**config.mk**
```make
export PLATFORM = sky130hd
export DESIGN_NAME = affect_channel_bank
export DESIGN_NICKNAME = d
export VERILOG_FILES = /design/src/rtl/affect_channel_bank.sv
export SDC_FILE = /design/constraint.sdc
export NUM_CORES = 1
export LEC_CHECK = 0
export BUFFER_PORTS_ARGS = -buffer_cell sky130_fd_sc_hd__buf_2
export CORE_UTILIZATION = 30
export CTS_CLUSTER_SIZE = 14
export DETAILED_ROUTE_END_ITERATION = 10
export GPL_TIMING_DRIVEN = 0
export PLACE_DENSITY_LB_ADDON = 0.12
export SLEW_MARGIN = 20
export SYNTH_ARGS = -nofsm -noshare
export SYNTH_HDL_FRONTEND = slang
export SYNTH_SLANG_ARGS = --single-unit
```
**constraint.sdc**
```tcl
create_clock -name clk -period 5.1 [get_ports clk]
set_input_delay 1.02 -clock clk [delete_from_list [all_inputs] [get_ports clk]]
set_output_delay 1.02 -clock clk [all_outputs]
set_load 0.01 [all_outputs]
```
**src/rtl/affect_channel_bank.sv**
```systemverilog
// Bank of NUM_CH saturating affect counters with tick-gated inc/dec, direct load,
// periodic decay toward per-channel baselines and a hysteretic 2-bit level per channel.
module affect_channel_bank #(
  parameter int NUM_CH       = 3,
  parameter int W            = 7,
  parameter int STEP         = 1,
  parameter int DECAY_PERIOD = 16,
  parameter int HYST         = 4,
  parameter logic [NUM_CH*W-1:0] RESET_VALS = {7'd64, 7'd0, 7'd96},
  localparam int LCW = (NUM_CH > 1) ? $clog2(NUM_CH) : 1
) (
  input  logic                  clk,
  input  logic                  rst,
  input  logic                  tick,
  input  logic [NUM_CH-1:0]     inc,
  input  logic [NUM_CH-1:0]     dec,
  input  logic                  decay_en,
  input  logic                  load,
  input  logic [LCW-1:0]        load_ch,
  input  logic [W-1:0]          load_val,
  output logic [NUM_CH*W-1:0]   value,
  output logic [NUM_CH*2-1:0]   level,
  output logic [NUM_CH-1:0]     changed
);

  localparam int DW = (DECAY_PERIOD > 1) ? $clog2(DECAY_PERIOD) : 1;
  localparam logic [W-1:0]  MAXV     = {W{1'b1}};
  localparam logic [W-1:0]  B1       = W'(1 << (W - 2));
  localparam logic [W-1:0]  B2       = W'(2 << (W - 2));
  localparam logic [W-1:0]  B3       = W'(3 << (W - 2));
  localparam logic [DW-1:0] DIV_LAST = DW'(DECAY_PERIOD - 1);

  function automatic logic [1:0] raw_class(input logic [W-1:0] v);
    raw_class = 2'(v >= B1) + 2'(v >= B2) + 2'(v >= B3);
  endfunction

  function automatic logic [W:0] boundary(input logic [1:0] lvl);
    case (lvl)
      2'd1:    boundary = {1'b0, B1};
      2'd2:    boundary = {1'b0, B2};
      2'd3:    boundary = {1'b0, B3};
      default: boundary = '0;
    endcase
  endfunction

  // Addition is widened by one bit so the clamp sees the carry instead of a wrap.
  function automatic logic [W-1:0] sat_add(input logic [W-1:0] v, input logic [W:0] amt);
    logic [W:0] s;
    s = {1'b0, v} + amt;
    sat_add = (s > {1'b0, MAXV}) ? MAXV : s[W-1:0];
  endfunction

  function automatic logic [W-1:0] sat_sub(input logic [W-1:0] v, input logic [W-1:0] amt);
    sat_sub = (v < amt) ? '0 : v - amt;
  endfunction

  logic [W-1:0]      val_q [NUM_CH];
  logic [W-1:0]      val_d [NUM_CH];
  logic [1:0]        lvl_q [NUM_CH];
  logic [1:0]        lvl_d [NUM_CH];
  logic [NUM_CH-1:0] chg_q;
  logic [DW-1:0]     div_q;
  logic [DW-1:0]     div_d;
  logic              strobe;

  always_comb begin
    strobe = tick && (div_q == DIV_LAST);
    div_d  = div_q;
    if (tick) div_d = strobe ? '0 : div_q + DW'(1);
  end

  always_comb begin
    for (int i = 0; i < NUM_CH; i++) begin
      // NOTE: every output of a combinational block gets a default first so no path infers a latch.
      val_d[i] = val_q[i];
      lvl_d[i] = lvl_q[i];

      if (load && (load_ch == LCW'(i))) begin
        val_d[i] = load_val;
      end else if (tick && inc[i] && dec[i]) begin
        val_d[i] = val_q[i];
      end else if (tick && inc[i]) begin
        val_d[i] = sat_add(val_q[i], (W+1)'(STEP));
      end else if (tick && dec[i]) begin
        val_d[i] = sat_sub(val_q[i], W'(STEP));
      end else if (strobe && decay_en) begin
        if (val_q[i] < RESET_VALS[i*W +: W])      val_d[i] = val_q[i] + W'(1);
        else if (val_q[i] > RESET_VALS[i*W +: W]) val_d[i] = val_q[i] - W'(1);
      end

      // Downward moves need the value HYST below the boundary; the landing class
      // is taken from value+HYST so a deep drop settles one margin above its raw class.
      if (raw_class(val_q[i]) > lvl_q[i]) begin
        lvl_d[i] = raw_class(val_q[i]);
      end else if ((raw_class(val_q[i]) < lvl_q[i]) &&
                   (({1'b0, val_q[i]} + (W+1)'(HYST)) < boundary(lvl_q[i]))) begin
        lvl_d[i] = raw_class(sat_add(val_q[i], (W+1)'(HYST)));
      end
    end
  end

  always_ff @(posedge clk) begin
    if (rst) begin
      // NOTE: the per-channel arrays are plain flops, not RAM, so resetting them is legal and intended.
      for (int i = 0; i < NUM_CH; i++) begin
        val_q[i] <= RESET_VALS[i*W +: W];
        lvl_q[i] <= raw_class(RESET_VALS[i*W +: W]);
      end
      chg_q <= '0;
      div_q <= '0;
    end else begin
      // NOTE: non-blocking assignments keep every register sampling pre-edge values.
      for (int i = 0; i < NUM_CH; i++) begin
        val_q[i] <= val_d[i];
        lvl_q[i] <= lvl_d[i];
        chg_q[i] <= (lvl_d[i] != lvl_q[i]);
      end
      div_q <= div_d;
    end
  end

  for (genvar g = 0; g < NUM_CH; g++) begin : g_out
    assign value[g*W +: W] = val_q[g];
    assign level[g*2 +: 2] = lvl_q[g];
  end
  assign changed = chg_q;

endmodule

```
# Word level (Yosys, flattened, before mapping)
# Memories as Yosys holds them, arrays and structs flattened.
# Index checks and enable logic that the tools add are counted.
# Widths: inputs -> output; s select.
# op_classes
n_addsub,25
n_lt_le_gt_ge,42
n_eq_ne,15
mux,52
bitwise_logic,6
n_reduce_logical,18
# ops
cell,count
$mux 7,33
$ge 7x7->1 const B,12
$pmux 7 s3,3
$gt 8x7->1 const B,6
$ge 7x6->1 const B,6
$lt 7x1->1 const B,4
$add 7x1->8 const B,3
$add 7x3->8 const B,3
$lt 8x8->1,3
$mux 8,3
$add 7x1->7 const B,3
$sub 7x1->7 const B,3
$mux 2,9
$logic_and 1x1->1,17
$eq 2x2->1 const B,7
$gt 7x7->1 const B,2
$lt 7x7->1 const B,2
$add 1x1->2,6
$add 2x1->2,6
$eq 2x1->1 const B,4
$gt 7x1->1 const B,1
$gt 2x2->1,3
$lt 2x2->1,3
$ne 2x2->1,3
6 further kinds,13
# word_totals
regBits,7
ramBits,27
input_bits,20
wordCells,162
n_memories,2
# memory_table
memory,depth,width,rd,rd_clocked_by_memory_dff,write_ports,line_no,text
val_q,3,7,3,0,3,57,logic [W-1:0] val_q [NUM_CH];
lvl_q,3,2,3,0,3,59,logic [1:0] lvl_q [NUM_CH];

# Logic depth before layout (Yosys ltp)
# Gate-level depths: netlist (run 1).
# An unclocked memory read counts as a cell.
# logic_depth
ltp_word,11
ltp_mapped,12
ltp_nobuf,11

# Worst setup path before layout (run 1)
# OpenSTA, ideal clock, no wires.
# synth_path
kind,reg-to-reg
start,memory val_q[0][5]
end,"register chg_q[0], in the netlist changed[0]"
arrival_ps,2782
required_ps,4963
slack_ps,2181
stages_incl_launch_ff,13
period_less_slack_ps,2919
cell_sequence,dfxtp_1 clkbuf_1 inv_1 ha_1 and4b_1 or3_1 nand2_1 ha_1 nor2b_1 o21ai_0 o21ai_0 a2111oi_0 o32ai_1
# synth_lines
element,line_no,text
start: declaration,57,
end signal: indexed assignment,116,chg_q[i] <= (lvl_d[i] != lvl_q[i]);
end: declaration,61,logic [NUM_CH-1:0] chg_q;

==> results.toml, run 1 <==
[outcome]
status = "complete, no violations"

[cells_and_area]
final_core_util_pct = 36.15
nNetsFinal = 607
design_area_sq_mm = 0.004414
syn_to_final_growth_pct = 15.26
drive_gt1_share_pct = 15.40
num_antenna_cells = 0

[hold_path]
min_from = "div_q[3]$_SDFFE_PP0P_"
hold_class = "reg2reg"

[setup_path]
end_kind = "flip-flop"
r2r_slack_ps = 1700
cp_max_fo = 10
slowest_stage = "o21ai_0"
worstPathArrival_ps = 3540
crit_path_start = "val_q[0][5]$_SDFFE_PP1P_"
reg2reg_from = "val_q[0][5]$_SDFFE_PP1P_"
crit_buf_inv = 2
setup.worst_path.start_class = "flip-flop"
worst_ep_required_time_ps = 5240
cp_top_family = "compound AO/OA/AOI/OAI gates"
path_cells = "clkbuf_1 > inv_1 > ha_1 > and4b_1 > or3_1 > nand2_1 > ha_1 > nor2b_1 > o21ai_0 > o21ai_0 > a2111oi_0 > o32ai_1"
path_class = "reg2reg"
cpPeakStageDelay_ps = 440

[place]
dpl_cell_area_sq_mm = 0.004275
place_congestion = 0.8544
place_hpwl_mm = 9.434
io_buffers = 47

[detailed_routing]
wl_per_cell_um = 16.60
drcViolationCount = 0
ant_nets = 0
via_count = 4011
routed_wl_mm = 11.95
drt_pass1_iterations = 4
first_iter_violations = 280
vias_per_cell = 5.571

[timing]
timing.slew.headroom_pct = 55.80
fin_skew_ps = 6.778
setup_violations = 0
period_share_pct = 66.60
final.setup.tns_ps = 0
slew_viol_final = 0
tightestPinTransition_ps = 656.9
fmax_mhz = 294.4
finalHoldViolations = 0
period_needed_ps = 3397
rsz0062_at_grt = "no"

[power]
powerDensity_mw_per_mm2 = 302.8
p_leak_nw = 1.835
ir_drop_uv = 137.0

[clocking]
htreeDepth = 2
path_clk_slew_ps = 60
clkLatencyLatePin_ps = 280
postCtsSetupRepairBufs = 0
postCtsHoldBufs = 0
cts.sinks = 34
tritoncts.num_buffers = 5
cts_tree = "built"
cts_root_buf = "clkbuf_16"
clock_path_buffers = 2
cts_resized = 0

[grt]
grt_pass1_vias = 3827
grt_overflow = 0
grt_pass1_wl_mm = 19.71
antenna_found_initial = 0
grt_max_degree = 13
track_usage_pct = 18.72

[yosys]
synthCells = 499
yosysUniqueCellTypes = 80
ys_seq_area_share_pct = 17.77
synth_edf_count = 0
async_reset_ff_share_pct = 0
syn_avg_cell_area_sq_um = 7.675
yosys_warnings = 0
syn_nets = 553
ys.flop_type = "dfxtp_1"
ys_seq_elements = 34
syn-cell-area_sq_mm = 0.003830

[job]
drv_cap = 0

[die]
die_area_sq_mm = 0.01322
core_sq_mm = 0.01221
io_pins = 50
die_h_um = 115.0
dieWidth_um = 115.0
initial_core_util_pct = 31.36
rows = 40
synthesized netlist by cell type, drive strengths merged, types with 5 or more instances:
| library cell | instances | area [sq um] |
|---|---|---|
| nand2 | 46 | 172.7 |
| dfxtp | 34 | 680.7 |
| ha | 31 | 387.9 |
| inv | 31 | 116.4 |
| nor2 | 26 | 97.59 |
| a21oi | 25 | 125.1 |
| nand3 | 21 | 105.1 |
| o21ai | 21 | 105.1 |
| clkbuf | 17 | 63.81 |
| xnor2 | 14 | 122.6 |
| buf | 13 | 72.56 |
| nor3 | 13 | 65.06 |
| and2 | 11 | 68.82 |
| a211oi | 10 | 75.07 |
| nor4 | 10 | 68.81 |
| o31ai | 9 | 81.33 |
| a31oi | 8 | 50.05 |
| mux2i | 8 | 80.08 |
| nand4 | 8 | 50.05 |
| o211ai | 8 | 73.82 |
| and3 | 7 | 43.79 |
| nand2b | 7 | 43.79 |
| o22ai | 7 | 43.79 |
| o32ai | 7 | 61.31 |
| a21o | 6 | 45.04 |
| o221ai | 6 | 52.55 |
| a211o | 5 | 43.79 |
| a221oi | 5 | 50.04 |
| o21a | 5 | 37.54 |
| or3 | 5 | 36.28 |
| xor2 | 5 | 43.79 |
cell type report:
cell class / count / area, sq um
plain buffers: 31 / 146.4
clock buffers: 6 / 138.9
well taps: 168 / 210.2
repair buffers: 47 / 235.2
inverters: 32 / 120.1
multi-input cells: 402 / 2883
flip-flops and latches: 34 / 680.7
fillers: 1355 / 7797
placed cells by master, fill, tap and decap left out, drive strengths merged, types with 7 or more instances in the layout:
master   n
a211oi  10
a21oi   25
a31oi    8
and2    11
and3     7
buf     60
clkbuf  23
dfxtp   34
ha      31
inv     31
mux2i    8
nand2   46
nand2b   7
nand3   21
nand4    8
nor2    26
nor3    13
nor4    10
o211ai   8
o21ai   21
o22ai    7
o31ai    9
o32ai    7
xnor2   14
registers in the layout, indices dropped and copies added, names as in the netlist:
name     cells
changed      3
lvl_q        6
div_q        4
val_q       21
report_power, final:
part	leakage [nW]	total, mW	switching, mW	internal (mW)
combinational	1.49	0.662	0.380	0.283
sequential	0.280	0.369	0.0586	0.310
clock	0.0688	0.306	0.117	0.189
total	1.83	1.34	0.555	0.782
worst min-delay path: cells and delay by family (launching register included):
| family | cells | cell delay [ps] |
|---|---|---|
| AOI/OAI and AO/OA | 2 | 130 |
| DFF | 1 | 330 |
logic make-up after synthesis:
logic type,Yosys count,share of synthesized area (%)
fa+ha+maj,34,11.70
buf+inv,63,6.958
simple gates,178,24.73
xor+xnor,19,4.345
flops,34,17.77
compound gates,161,31.72
mux,10,2.777
per-layer routing:
| metal | vias to the layer above | GRT usage, % | share of wire [%] |
|---|---|---|---|
| met5 | - | 0 | 0 |
| met4 | 0 | 2.857 | 0.98 |
| met3 | 8 | 2.319 | 3.7 |
| met2 | 96 | 31.33 | 45 |
| met1 | 1908 | 26.10 | 50 |
| li1 | 1999 | - | - |
final timing paths:
check | to | cells after the start
setup reg to reg | changed[0]$_SDFF_PP0_ | 12
hold reg to reg | div_q[3]$_SDFFE_PP0P_ | 2
hold / removal | div_q[3]$_SDFFE_PP0P_ | 2
setup / recovery | changed[0]$_SDFF_PP0_ | 12
stage by stage:
| step | setup slack, ps | hold slack, ps | cells | total power, mW |
|---|---|---|---|---|
| after floorplan | 2181 | 467.2 | 499 | 0.8524 |
| after global routing | 1395 | 575.1 | 720 | 1.439 |
| final | 1703 | 504.5 | 720 | 1.337 |
| after global placement | 1732 | 492.5 | 714 | 1.030 |
| after CTS | 1710 | 510.8 | 720 | 1.344 |
| after detailed placement | 1743 | 501.3 | 714 | 1.034 |
Power figures use the tool's default switching activity.
==> run 2, diff against run 1 <==
==> constraint.sdc (replaced) <==
create_clock -name clk -period 3.35 [get_ports clk]
set_input_delay 0.67 -clock clk [delete_from_list [all_inputs] [get_ports clk]]
set_output_delay 0.67 -clock clk [all_outputs]
set_load 0.01 [all_outputs]
==> results.toml, run 2 (synthesis results as in run 1) <==
[clocking]
cts_root_buf = "clkbuf_16"
htreeDepth = 2
cts.sinks = 34
clock_path_buffers = 2
postCtsHoldBufs = 0
cts_tree = "built"
path_clk_slew_ps = 60
clkLatencyLatePin_ps = 280
tritoncts.num_buffers = 5

[timing]
timing.slew.headroom_pct = 55.80
fin_skew_ps = 6.685
fmax_mhz = 325.1
tightestPinTransition_ps = 656.9
period_share_pct = 91.83
rsz0062_at_grt = "no"
slew_viol_final = 0
setup_violations = 0
hold_slack_ps = 504.5
timing.final.ws_setup_ps = 273.8
period_needed_ps = 3076
finalHoldViolations = 0

[cells_and_area]
finalNonFillerCells = 720
layout_common_cells = "54 x buf_2, 46 x nand2_1, 34 x dfxtp_1, 31 x inv_1, 31 x ha_1"
nNetsFinal = 607
num_antenna_cells = 0
syn_to_final_growth_pct = 15.29
layout_commonest_cell = "buf_2"
nFillCells = 1356
drive_gt1_share_pct = 15.58
design_area_sq_mm = 0.004415
regMostFlops = "val_q"
largest_reg_flops = 21
largestRegisters = "val_q x21, lvl_q x6, div_q x4"

[place]
dpl_cell_area_sq_mm = 0.004275
place_congestion = 0.8544
placed_cells = 714
post-place-ws_ps = -6.598
io_buffers = 47
place_hpwl_mm = 9.434

[hold_path]
whs_path_depth = 2
whs_endpoint = "div_q[3]$_SDFFE_PP0P_"
min_from = "div_q[3]$_SDFFE_PP0P_"
hold_class = "reg2reg"

[die]
rows = 40
die_h_um = 115.0
initial_core_util_pct = 31.36
dieWidth_um = 115.0
io_pins = 50
core_sq_mm = 0.01221
die_area_sq_mm = 0.01322

[setup_path]
setup.worst_path.start_class = "flip-flop"
crit_top_cell = "ha_1"
worstPathArrival_ps = 3210
cp_max_fo = 10
rr_worst_depth = 12
slowest_stage = "a2111oi_0"
reg2reg_from = "val_q[0][5]$_SDFFE_PP1P_"
path_class = "reg2reg"
path_cells = "clkbuf_2 > inv_1 > ha_1 > and4b_1 > or3_1 > nand2_1 > ha_1 > nor2b_1 > o21ai_1 > o21ai_0 > a2111oi_0 > o32ai_1"
r2r_end = "changed[0]$_SDFF_PP0_"
cpPeakStageDelay_ps = 430
r2r_slack_ps = 270
worst_ep_required_time_ps = 3490
end_kind = "flip-flop"

[detailed_routing]
first_iter_violations = 278
vias_per_cell = 5.568
ant_nets = 0
via_count = 4009
wl_per_cell_um = 16.60
routed_wl_mm = 11.95
drcViolationCount = 0
drt_pass1_iterations = 5

[power]
powerDensity_mw_per_mm2 = 461.3
ir_drop_uv = 208.6
total_power_mw = 2.037
p_leak_nw = 1.838

[job]
drv_cap = 0

[grt]
grt_pass1_wl_mm = 19.71
track_usage_pct = 18.72
grt_max_degree = 13
antenna_found_initial = 0
grt_overflow = 0
grt_pass1_vias = 3827

[outcome]
status = "complete, no violations"
[run 2: cell count changes in the layout (fill, tap and decap cells not counted)]
| cell | before | now |
|---|---|---|
| clkbuf_1 | 17 | 16 |
| clkbuf_2 | 0 | 1 |
| o21ai_1 | 1 | 3 |
| o21ai_0 | 20 | 18 |
[run 2: stage by stage]
stage / TNS [ps] / util (%)
floorplan: 0 / -
global placement: -18.44 / 35.01
detailed placement: -6.598 / 35.01
CTS: 0 / 36.15
global route: 0 / 36.16
finish: 0 / 36.16
[run 2: worst max-delay path by stage]
stage,startpoint,end,slack (ps),depth (start not counted)
after detailed placement,val_q[0][5]$_SDFFE_PP1P_,changed[0]$_SDFF_PP0_,-7,12
final,val_q[0][5]$_SDFFE_PP1P_,changed[0]$_SDFF_PP0_,270,12
after CTS,val_q[0][5]$_SDFFE_PP1P_,changed[0]$_SDFF_PP0_,20,12
after floorplan,val_q[0][5]$_SDFFE_PP1P_,changed[0]$_SDFF_PP0_,430,12
after global routing,val_q[0][5]$_SDFFE_PP1P_,changed[0]$_SDFF_PP0_,40,12
after global placement,val_q[0][5]$_SDFFE_PP1P_,changed[0]$_SDFF_PP0_,-20,12
[run 2: metal layers]
layer  track usage, %  share of wire, %  up-vias
met5                0                 0        -
met4            2.857              0.98        0
li1                 -                 -     2000
met2            31.33                45       93
met1            26.10                50     1908
met3            2.319               3.5        8
[run 2: worst max-delay path: cells and delay by family, from the launching register on]
kind | cells | cell delay, ps
flip-flops | 1 | 400
buffers and inverters | 2 | 390
adder cells (fa/ha/maj) | 2 | 370
AND/OR/NAND/NOR | 4 | 770
AO/OA/AOI/OAI | 4 | 1010
[run 2: area by class of cell]
| class | instances | area [sq um] | share of cell area, % |
|---|---|---|---|
| inverter | 32 | 120.1 | 2.720 |
| buffer | 31 | 147.6 | 3.344 |
| timing repair buffer | 47 | 235.2 | 5.327 |
| sequential | 34 | 680.7 | 15.42 |
| clock buffer | 6 | 138.9 | 3.145 |
| multi-input combinational | 402 | 2883 | 65.29 |
| tap | 168 | 210.2 | 4.761 |
[run 2: repair_timing]
action / in CTS / in global routing
setup endpoints to repair: 1 / 1
gates resized for setup: 1 / 3
setup buffers: 0 / 0
[run 2: where the power goes]
group | switching [mW] | internal, mW | leakage [nW]
sequential | 0.0890 | 0.472 | 0.280
clock | 0.178 | 0.288 | 0.0688
combinational | 0.579 | 0.432 | 1.49
total | 0.846 | 1.19 | 1.84
==> run 3, diff against run 2 <==
--- a/config.mk
+++ b/config.mk
@@ -6,6 +6,7 @@
 export NUM_CORES = 1
 export LEC_CHECK = 0
 export BUFFER_PORTS_ARGS = -buffer_cell sky130_fd_sc_hd__buf_2
+export CORE_MARGIN = 2
 export CORE_UTILIZATION = 30
 export CTS_CLUSTER_SIZE = 14
 export DETAILED_ROUTE_END_ITERATION = 10
==> constraint.sdc (replaced) <==
create_clock -name clk -period 3.35 [get_ports clk]
set_input_delay 0.1675 -clock clk [delete_from_list [all_inputs] [get_ports clk]]
set_output_delay 0.1675 -clock clk [all_outputs]
set_load 0.01 [all_outputs]
==> results.toml, run 3 (synthesis results as in run 1) <==
[outcome]
status = "complete, no violations"

[die]
core_sq_mm = 0.01252
dieWidth_um = 117.0
die_area_sq_mm = 0.01369
rows = 41
initial_core_util_pct = 30.60
die_h_um = 117.0
io_pins = 50

[detailed_routing]
ant_nets = 0
via_count = 4010
drcViolationCount = 0
wl_per_cell_um = 17.07
vias_per_cell = 5.523
drt_pass1_iterations = 5
first_iter_violations = 256
routed_wl_mm = 12.39

[clocking]
cts_tree = "built"
clkLatencyLatePin_ps = 280
path_clk_slew_ps = 60
cts_root_buf = "clkbuf_16"
clock_path_buffers = 2
htreeDepth = 2
postCtsSetupRepairBufs = 0
cts_resized = 2
tritoncts.num_buffers = 5
cts.sinks = 34
postCtsHoldBufs = 0

[place]
place_congestion = 0.8657
io_buffers = 47
place_hpwl_mm = 9.502
placed_cells = 718
dpl_cell_area_sq_mm = 0.004280

[grt]
grt_overflow = 0
antenna_found_initial = 0
track_usage_pct = 18.64
grt_max_degree = 13
grt_pass1_wl_mm = 20.42
grt_pass1_vias = 3906

[timing]
timing.slew.headroom_pct = 55.26
rsz0062_at_grt = "no"
slew_viol_final = 0
tightestPinTransition_ps = 665.5
period_share_pct = 91.45
setup_violations = 0
fin_skew_ps = 5.346
finalHoldViolations = 0
fmax_mhz = 326.4
period_needed_ps = 3064
final.setup.tns_ps = 0

[setup_path]
cp_max_fo = 10
rr_worst_depth = 12
worstPathArrival_ps = 3200
setup.worst_path.start_class = "flip-flop"
path_class = "reg2reg"
end_kind = "flip-flop"
worst_ep_required_time_ps = 3490

[power]
ir_drop_uv = 210.5
powerDensity_mw_per_mm2 = 476.4
p_leak_nw = 1.848
total_power_mw = 2.119

[cells_and_area]
nFillCells = 1401
final_core_util_pct = 35.54
largestRegisters = "val_q x21, lvl_q x6, div_q x4"
layout_common_cells = "54 x buf_2, 46 x nand2_1, 34 x dfxtp_1, 31 x inv_1, 31 x ha_1"
design_area_sq_mm = 0.004448
regMostFlops = "val_q"
drive_gt1_share_pct = 15.70
finalNonFillerCells = 726
num_antenna_cells = 0
nNetsFinal = 607
largest_reg_flops = 21
layout_commonest_cell = "buf_2"
syn_to_final_growth_pct = 16.14

[hold_path]
whs_path_depth = 3
hold_class = "in2reg"

[job]
drv_cap = 0
==> run 3: cell count changes in the layout (fill, tap and decap cells not counted), sizes merged <==
cell	change
clkbuf	+1
bufinv	+1
==> run 3: cell type report <==
type                            count  area (sq um)  area share [%]
Buffer                             31         147.6           3.319
Clock buffer                        7         132.6           2.982
Clock inverter                      1         30.03          0.6751
Inverter                           32         120.1           2.700
Multi-Input combinational cell    402          2887           64.89
Sequential cell                    34         680.7           15.30
Tap cell                          172         215.2           4.838
Timing Repair Buffer               47         235.2           5.288
==> run 3: metrics by stage <==
step,hold slack (ps),setup WS (ps)
4_1_cts,169.1,29.85
3_5_place_dp,457.7,-96.15
3_3_place_gp,448.7,-15.79
5_1_grt,179.7,26.58
6_report,173.1,286.4
2_1_floorplan,291.7,431.0
==> run 3: final timing paths <==
path,start,endpoint,slack [ps]
worst max-delay path,val_q[0][5]$_SDFFE_PP1P_,changed[0]$_SDFF_PP0_,290
worst min-delay path,load_val[6],val_q[0][6]$_SDFFE_PP1P_,170
worst max register to register,val_q[0][5]$_SDFFE_PP1P_,changed[0]$_SDFF_PP0_,290
worst min register to register,div_q[3]$_SDFFE_PP0P_,div_q[3]$_SDFFE_PP0P_,510
==> run 3: metal layers <==
layer  vias to the layer above  global-route usage, %  wire length [um]
met3                         8                  1.957               476
met2                        99                  31.48              5819
met4                         0                  3.137               102
li1                       1997                      -                 -
met1                      1906                  26.13              5993
met5                         -                      0                 0
==> run 3: critical path, stage by stage, from the launching register on <==
cell and delay, ps:
dfxtp_1 400, clkbuf_2 240, inv_1 170, ha_1 230
and4b_1 180, or3_1 380, nand2_1 130, ha_1 150
nor2b_1 80, o21a_1 200, and4_1 190, a2111oi_0 420
o32ai_1 160
==> run 3: power breakdown <==
| group | switching, mW | internal, mW | leakage, nW |
|---|---|---|---|
| Sequential | 0.0931 | 0.472 | 0.280 |
| Combinational | 0.583 | 0.435 | 1.49 |
| Clock | 0.184 | 0.352 | 0.0781 |
| Total | 0.860 | 1.26 | 1.85 |
